`src/rtl/dmem_arbiter.sv`:
```
// ---------------------------------------------------------------------------
// dmem_arbiter
//
// Shares one data memory between the core load/store port (p0) and the
// loader/DMA port (p1). Each access is sequenced IDLE -> ISSUE -> RESP. The
// request is sampled in IDLE. Memory strobes are driven in ISSUE. The
// completion pulse goes to the granted port in RESP. Accesses with a bad size
// code or an out-of-range word address never touch memory and complete with
// err=1. When both ports ask in the same IDLE cycle, a round-robin pointer
// picks the winner, so neither port waits for more than one access.
//
// Ports
//   clk, reset             system clock, synchronous active-high reset
//   pN_req/we/size/        request level, direction, size code, word address
//   pN_addr/wdata          and write data for port N (held until pN_ack)
//   pN_ack/err/rdata       one-cycle completion, illegal flag, read data
//   mem_read/mem_write     memory strobes (ISSUE cycle only)
//   mem_size/addr/wdata    memory command fields (valid with a strobe)
//   mem_rdata              memory read data, valid the cycle after mem_read
//   busy                   high whenever the sequencer is not idle
// ---------------------------------------------------------------------------
module dmem_arbiter #(
    parameter int ADDR_WORDS = 64,
    parameter int FIRST_PRIO = 0
) (
    input  logic        clk,
    input  logic        reset,

    input  logic        p0_req,
    input  logic        p0_we,
    input  logic [2:0]  p0_size,
    input  logic [31:0] p0_addr,
    input  logic [31:0] p0_wdata,
    output logic        p0_ack,
    output logic        p0_err,
    output logic [31:0] p0_rdata,

    input  logic        p1_req,
    input  logic        p1_we,
    input  logic [2:0]  p1_size,
    input  logic [31:0] p1_addr,
    input  logic [31:0] p1_wdata,
    output logic        p1_ack,
    output logic        p1_err,
    output logic [31:0] p1_rdata,

    output logic        mem_read,
    output logic        mem_write,
    output logic [2:0]  mem_size,
    output logic [31:0] mem_addr,
    output logic [31:0] mem_wdata,
    input  logic [31:0] mem_rdata,

    output logic        busy
);

    localparam logic [31:0] ADDR_LIMIT = 32'(ADDR_WORDS);
    localparam logic        FIRST_PTR  = (FIRST_PRIO != 0);

    typedef enum logic [1:0] {
        IDLE  = 2'd0,
        ISSUE = 2'd1,
        RESP  = 2'd2
    } state_t;

    state_t      state_reg, state_next;
    logic        ptr_reg,   ptr_next;    // port that wins the next tie
    logic        gnt_reg,   gnt_next;    // port owning the current access
    logic        we_reg,    we_next;
    logic [2:0]  size_reg,  size_next;
    logic [31:0] addr_reg,  addr_next;
    logic [31:0] wdata_reg, wdata_next;
    logic        err_reg,   err_next;    // access rejected at grant time

    // Request fields gathered into per-port arrays so that the grant mux
    // and the response fan-out are written once for both ports.
    logic [1:0]  req_vec;
    logic [1:0]  we_vec;
    logic [2:0]  size_arr  [2];
    logic [31:0] addr_arr  [2];
    logic [31:0] wdata_arr [2];

    logic [1:0]  ack_vec;
    logic [1:0]  err_vec;
    logic [31:0] rdata_arr [2];

    assign req_vec      = {p1_req, p0_req};
    assign we_vec       = {p1_we,  p0_we};
    assign size_arr[0]  = p0_size;
    assign size_arr[1]  = p1_size;
    assign addr_arr[0]  = p0_addr;
    assign addr_arr[1]  = p1_addr;
    assign wdata_arr[0] = p0_wdata;
    assign wdata_arr[1] = p1_wdata;

    // Legal codes: 001/010/011 for reads and writes, 101/110 for reads only.
    // Unsigned codes only affect read extension, so they are meaningless
    // (and rejected) on a write.
    function automatic logic is_illegal(input logic        we,
                                        input logic [2:0]  size,
                                        input logic [31:0] addr);
        logic bad;
        bad = 1'b0;
        case (size)
            3'b000, 3'b100, 3'b111: bad = 1'b1;
            3'b101, 3'b110:         bad = we;
            default:                bad = 1'b0;
        endcase
        if (addr >= ADDR_LIMIT) begin
            bad = 1'b1;
        end
        return bad;
    endfunction

    // ------------------------------------------------------------------
    // State register
    // ------------------------------------------------------------------
    always_ff @(posedge clk) begin
        if (reset) begin
            state_reg <= IDLE;
            ptr_reg   <= FIRST_PTR;
            gnt_reg   <= 1'b0;
            we_reg    <= 1'b0;
            size_reg  <= 3'b000;
            addr_reg  <= 32'd0;
            wdata_reg <= 32'd0;
            err_reg   <= 1'b0;
        end else begin
            state_reg <= state_next;
            ptr_reg   <= ptr_next;
            gnt_reg   <= gnt_next;
            we_reg    <= we_next;
            size_reg  <= size_next;
            addr_reg  <= addr_next;
            wdata_reg <= wdata_next;
            err_reg   <= err_next;
        end
    end

    // ------------------------------------------------------------------
    // Next-state logic: arbitration and field capture happen in IDLE only,
    // so the latched command stays constant through ISSUE and RESP.
    // ------------------------------------------------------------------
    always_comb begin
        state_next = state_reg;
        ptr_next   = ptr_reg;
        gnt_next   = gnt_reg;
        we_next    = we_reg;
        size_next  = size_reg;
        addr_next  = addr_reg;
        wdata_next = wdata_reg;
        err_next   = err_reg;

        case (state_reg)
            IDLE: begin
                if (req_vec != 2'b00) begin
                    if (req_vec == 2'b11) begin
                        gnt_next = ptr_reg;
                    end else begin
                        gnt_next = req_vec[1];
                    end
                    // Whoever did not get this access wins the next tie.
                    ptr_next   = ~gnt_next;
                    we_next    = we_vec[gnt_next];
                    size_next  = size_arr[gnt_next];
                    addr_next  = addr_arr[gnt_next];
                    wdata_next = wdata_arr[gnt_next];
                    err_next   = is_illegal(we_vec[gnt_next],
                                            size_arr[gnt_next],
                                            addr_arr[gnt_next]);
                    state_next = ISSUE;
                end
            end
            ISSUE:   state_next = RESP;
            RESP:    state_next = IDLE;
            default: state_next = IDLE;
        endcase
    end

    // ------------------------------------------------------------------
    // Memory command: only a legal access in ISSUE reaches the memory.
    // Fields are forced to zero otherwise so the bus is quiet when idle.
    // ------------------------------------------------------------------
    logic issue_ok;
    logic resp_now;

    assign issue_ok  = (state_reg == ISSUE) && !err_reg;
    assign resp_now  = (state_reg == RESP);

    assign mem_read  = issue_ok && !we_reg;
    assign mem_write = issue_ok &&  we_reg;
    assign mem_size  = issue_ok ? size_reg  : 3'b000;
    assign mem_addr  = issue_ok ? addr_reg  : 32'd0;
    assign mem_wdata = issue_ok ? wdata_reg : 32'd0;

    assign busy      = (state_reg != IDLE);

    // ------------------------------------------------------------------
    // Response fan-out. The memory registers its read data on the ISSUE
    // edge, so mem_rdata is passed straight through during RESP.
    // ------------------------------------------------------------------
    genvar gi;
    generate
        for (gi = 0; gi < 2; gi++) begin : g_resp
            assign ack_vec[gi]   = resp_now && (gnt_reg == 1'(gi));
            assign err_vec[gi]   = ack_vec[gi] && err_reg;
            assign rdata_arr[gi] = (ack_vec[gi] && !err_reg && !we_reg)
                                   ? mem_rdata : 32'd0;
        end
    endgenerate

    assign p0_ack   = ack_vec[0];
    assign p0_err   = err_vec[0];
    assign p0_rdata = rdata_arr[0];
    assign p1_ack   = ack_vec[1];
    assign p1_err   = err_vec[1];
    assign p1_rdata = rdata_arr[1];

endmodule

```
`config.mk`:
```
export PLATFORM = sky130hd
export DESIGN_NAME = dmem_arbiter
export DESIGN_NICKNAME = d
export VERILOG_FILES = /design/src/rtl/dmem_arbiter.sv
export SDC_FILE = /design/constraint.sdc
export NUM_CORES = 1
export LEC_CHECK = 0
export BUFFER_PORTS_ARGS = -buffer_cell sky130_fd_sc_hd__buf_2
export CAP_MARGIN = 20
export CORE_AREA = 2 2 119 121
export DETAILED_ROUTE_END_ITERATION = 7
export DIE_AREA = 0 0 121 123
export GPL_TIMING_DRIVEN = 0
export PLACE_DENSITY = 0.72
export SKIP_CTS_REPAIR_TIMING = 1
export SYNTH_ARGS = -nofsm -noshare
export SYNTH_HDL_FRONTEND = slang
export SYNTH_SLANG_ARGS = --single-unit
export TNS_END_PERCENT = 10
```
`constraint.sdc`:
```
create_clock -name clk -period 2 [get_ports clk]
set_clock_uncertainty 0.1 [all_clocks]
set_input_delay 0.2 -clock clk [delete_from_list [all_inputs] [get_ports clk]]
set_output_delay 0.2 -clock clk [all_outputs]
set_load 0.02 [all_outputs]
```
==> results.yml <==
cells_and_area:
  multi_input_area_mm2: 0.00235
  fillCellCount: 1332
  n_antenna_cell: 0
  final_util: 0.473
  fin_cells: 979
  drive_above_1_share: 0.466
  syn2layout_area_growth_pct: 61.3
  seq_area_mm2: 0.00147
  fin_nets: 966
setup_path:
  cp_data_arrival_time_ns: 1.81
  path_class: "flop to primary output"
  cp_max_fo: 10
  worst_path_max_delay_cell: "dfxtp_2"
  path_cells: "and3b_2 > nor3b_4 > buf_6 > buf_6 > and2_1 > buf_2"
  crit_top_cell: "buf_6"
  start_kind: "flop"
  required_ns: 1.70
  end_kind: "primary output"
  cp_top_family: "simple AND/OR/NAND/NOR gates"
  slowest_delay_ns: 0.36
  critPathBufInv: 3
detailed_routing:
  avgRoutedWirePerCell_um: 17.2
  avgViaCountPerCell: 4.89
  ant_nets: 0
  drc: 0
  firstDrtPassIters: 6
  vias: 4792
  drt_iter0_markers: 273
  routed_wl_um: 16800
synth:
  muxShareOfSynthArea: 0.0752
  synth_common_cells: "and2_1, nor2_1, dfxtp_1"
  ys_async_sr_fraction: 0
  syn_nets: 639
  synth.largest_area_cell: "dfxtp_1"
  syn_inst: 467
  synth_area_leaders: "dfxtp_1, and2_1, a222oi_1, mux2i_1, nor2_1"
  synth_top_area_frac: 0.366
  syn_area_mm2: 0.00399
  synth_area_per_cell_um2: 8.55
  synthSimpleGateAreaFrac: 0.334
  synth-edff-count: 0
  synth-seq-cells: 73
  synth_xor_area_frac: 0
  yosysMostFrequentCell: "and2_1"
  yosys_most_used_dff: "dfxtp_1"
  synth_top_family_by_area: "simple AND/OR/NAND/NOR gates"
  seq_area_frac_synth: 0.366
  ys_warn_count: 0
  synth.distinct_cells: 33
  synthAdderAreaFrac: 0
  synth_compound_area_frac: 0.171
floorplanning:
  start_util: 0.293
  die_area_mm2: 0.0149
  design.core.area_mm2: 0.0136
  io_pins: 310
  die_w_um: 121
  die_h_um: 123
  rows: 43
place:
  hpwlAfterDp_um: 13200
  gp_congestion: 0.899
  placedCellCount: 955
  portBuffers: 308
clock_network:
  clk_path_buf_depth: 2
  cts.clk_slew.worst_paths_ns: 0.06
  cts_tree: "yes"
  clock-sinks: 73
  htreeDepth: 3
  clk_latency_ns: 0.34
  root_buffer: "clkbuf_16"
  cts_buffers: 9
flow_run:
  drv_cap: 0
sta:
  tightest_slew_ns: 0.627
  holdWs_ns: -0.00127
  slew_headroom: 0.582
  setup_ws_ns: -0.107
  period_minus_slack_ns: 2.11
  drv_slew: 0
  rsz0062_at_grt: "true"
  final-setup-viol-count: 50
  max_freq_mhz: 475
  hold_violations: 1
  finalCritPeriodShare: 1.05
grt:
  grt_pass1_vias: 4417
  antenna_found_initial: 0
  grt-ovfl-total: 0
  grt_pass1_wl_um: 23600
  grt_util_all_layers: 0.207
  grt_max_degree: 14
power:
  p_per_area_mw_per_mm2: 673
  leakage_uw: 0.00337
  ir_drop_mv: 0.290
outcome:
  violations: "negative hold slack, negative setup slack"
  status: "finished with violations"
worst_hold_path:
  worstHoldPathType: "primary input to flop"
[metrics by stage]
stage	total power [uW]	setup WS (ns)	cell area, um2	TNS [ns]	hold WS (ns)
5_1_grt	4570	-0.169	6440	-7.57	0.000990
2_1_floorplan	2260	0.198	3990	0	0.250
6_report	4330	-0.107	6440	-2.90	-0.00127
3_5_place_dp	2700	-0.0926	5760	-2.39	0.344
3_3_place_gp	2690	-0.0581	5760	-1.29	0.338
4_1_cts	4320	-0.476	6050	-43.32	-0.0124
[worst reg2reg max path, stage by stage, from the launching register on]
cell and delay [ns]:
dfxtp_2 0.36, nor2_2 0.19, o21ai_1 0.23, clkbuf_1 0.30, a222oi_1 0.41, nor2_1 0.07
[cell families (layout without fill, tap and decap cells)]
| group | after synthesis | in the layout |
|---|---|---|
| simple gates | 240 | 240 |
| compound gates | 79 | 79 |
| flops | 73 | 73 |
| buf+inv | 45 | 377 |
| mux | 30 | 30 |
[final timing paths]
check             cells after the start  slack (ns)                         end                       from
hold reg to reg                       2        0.39   addr_reg[25]$_SDFFE_PP0P_  addr_reg[25]$_SDFFE_PP0P_
setup / recovery                      6       -0.11                p1_rdata[30]  state_reg[0]$_SDFFE_PP0P_
hold / removal                        3      -0.001  wdata_reg[19]$_SDFFE_PP0P_               p1_wdata[19]
setup reg to reg                      5        0.23  wdata_reg[17]$_SDFFE_PP0P_  state_reg[0]$_SDFFE_PP0P_
[final cells by class]
cell class                      count  share of cell area
Inverter                            3             0.00175
Clock buffer                        9              0.0350
Sequential cell                    73               0.228
Multi-Input combinational cell    349               0.365
Tap cell                          180              0.0350
Clock inverter                      7              0.0107
Buffer                             42              0.0445
Timing Repair Buffer              316               0.280
[layout by cell type (no fill, tap or decap), types with 2 or more instances in the layout]
master	count
a211oi_1	30
a21oi_1	4
a222oi_1	38
and2_1	133
buf_1	3
buf_2	245
buf_4	72
buf_6	17
clkbuf_1	13
clkbuf_16	9
clkbuf_2	4
clkinv_2	3
clkinvlp_4	2
dfxtp_1	69
dfxtp_2	4
inv_1	3
mux2i_1	30
nand2_1	3
nor2_1	76
nor2_4	2
nor3b_4	3
nor4_1	13
o211ai_1	2
[layer usage]
layer  wire length, um  vias up  track usage
met3              1150       24       0.0434
met2              8430      218        0.355
met4               359        0       0.0698
met5                 0        -            0
met1              6890     2224        0.258
li1                  -     2326            -
[power breakdown]
group	leakage (uW)	switching [uW]	internal, uW
sequential	0.000605	85.6	1610
combinational	0.00262	575	463
clock	0.000142	643	963
(Power assumes the default switching activity.)
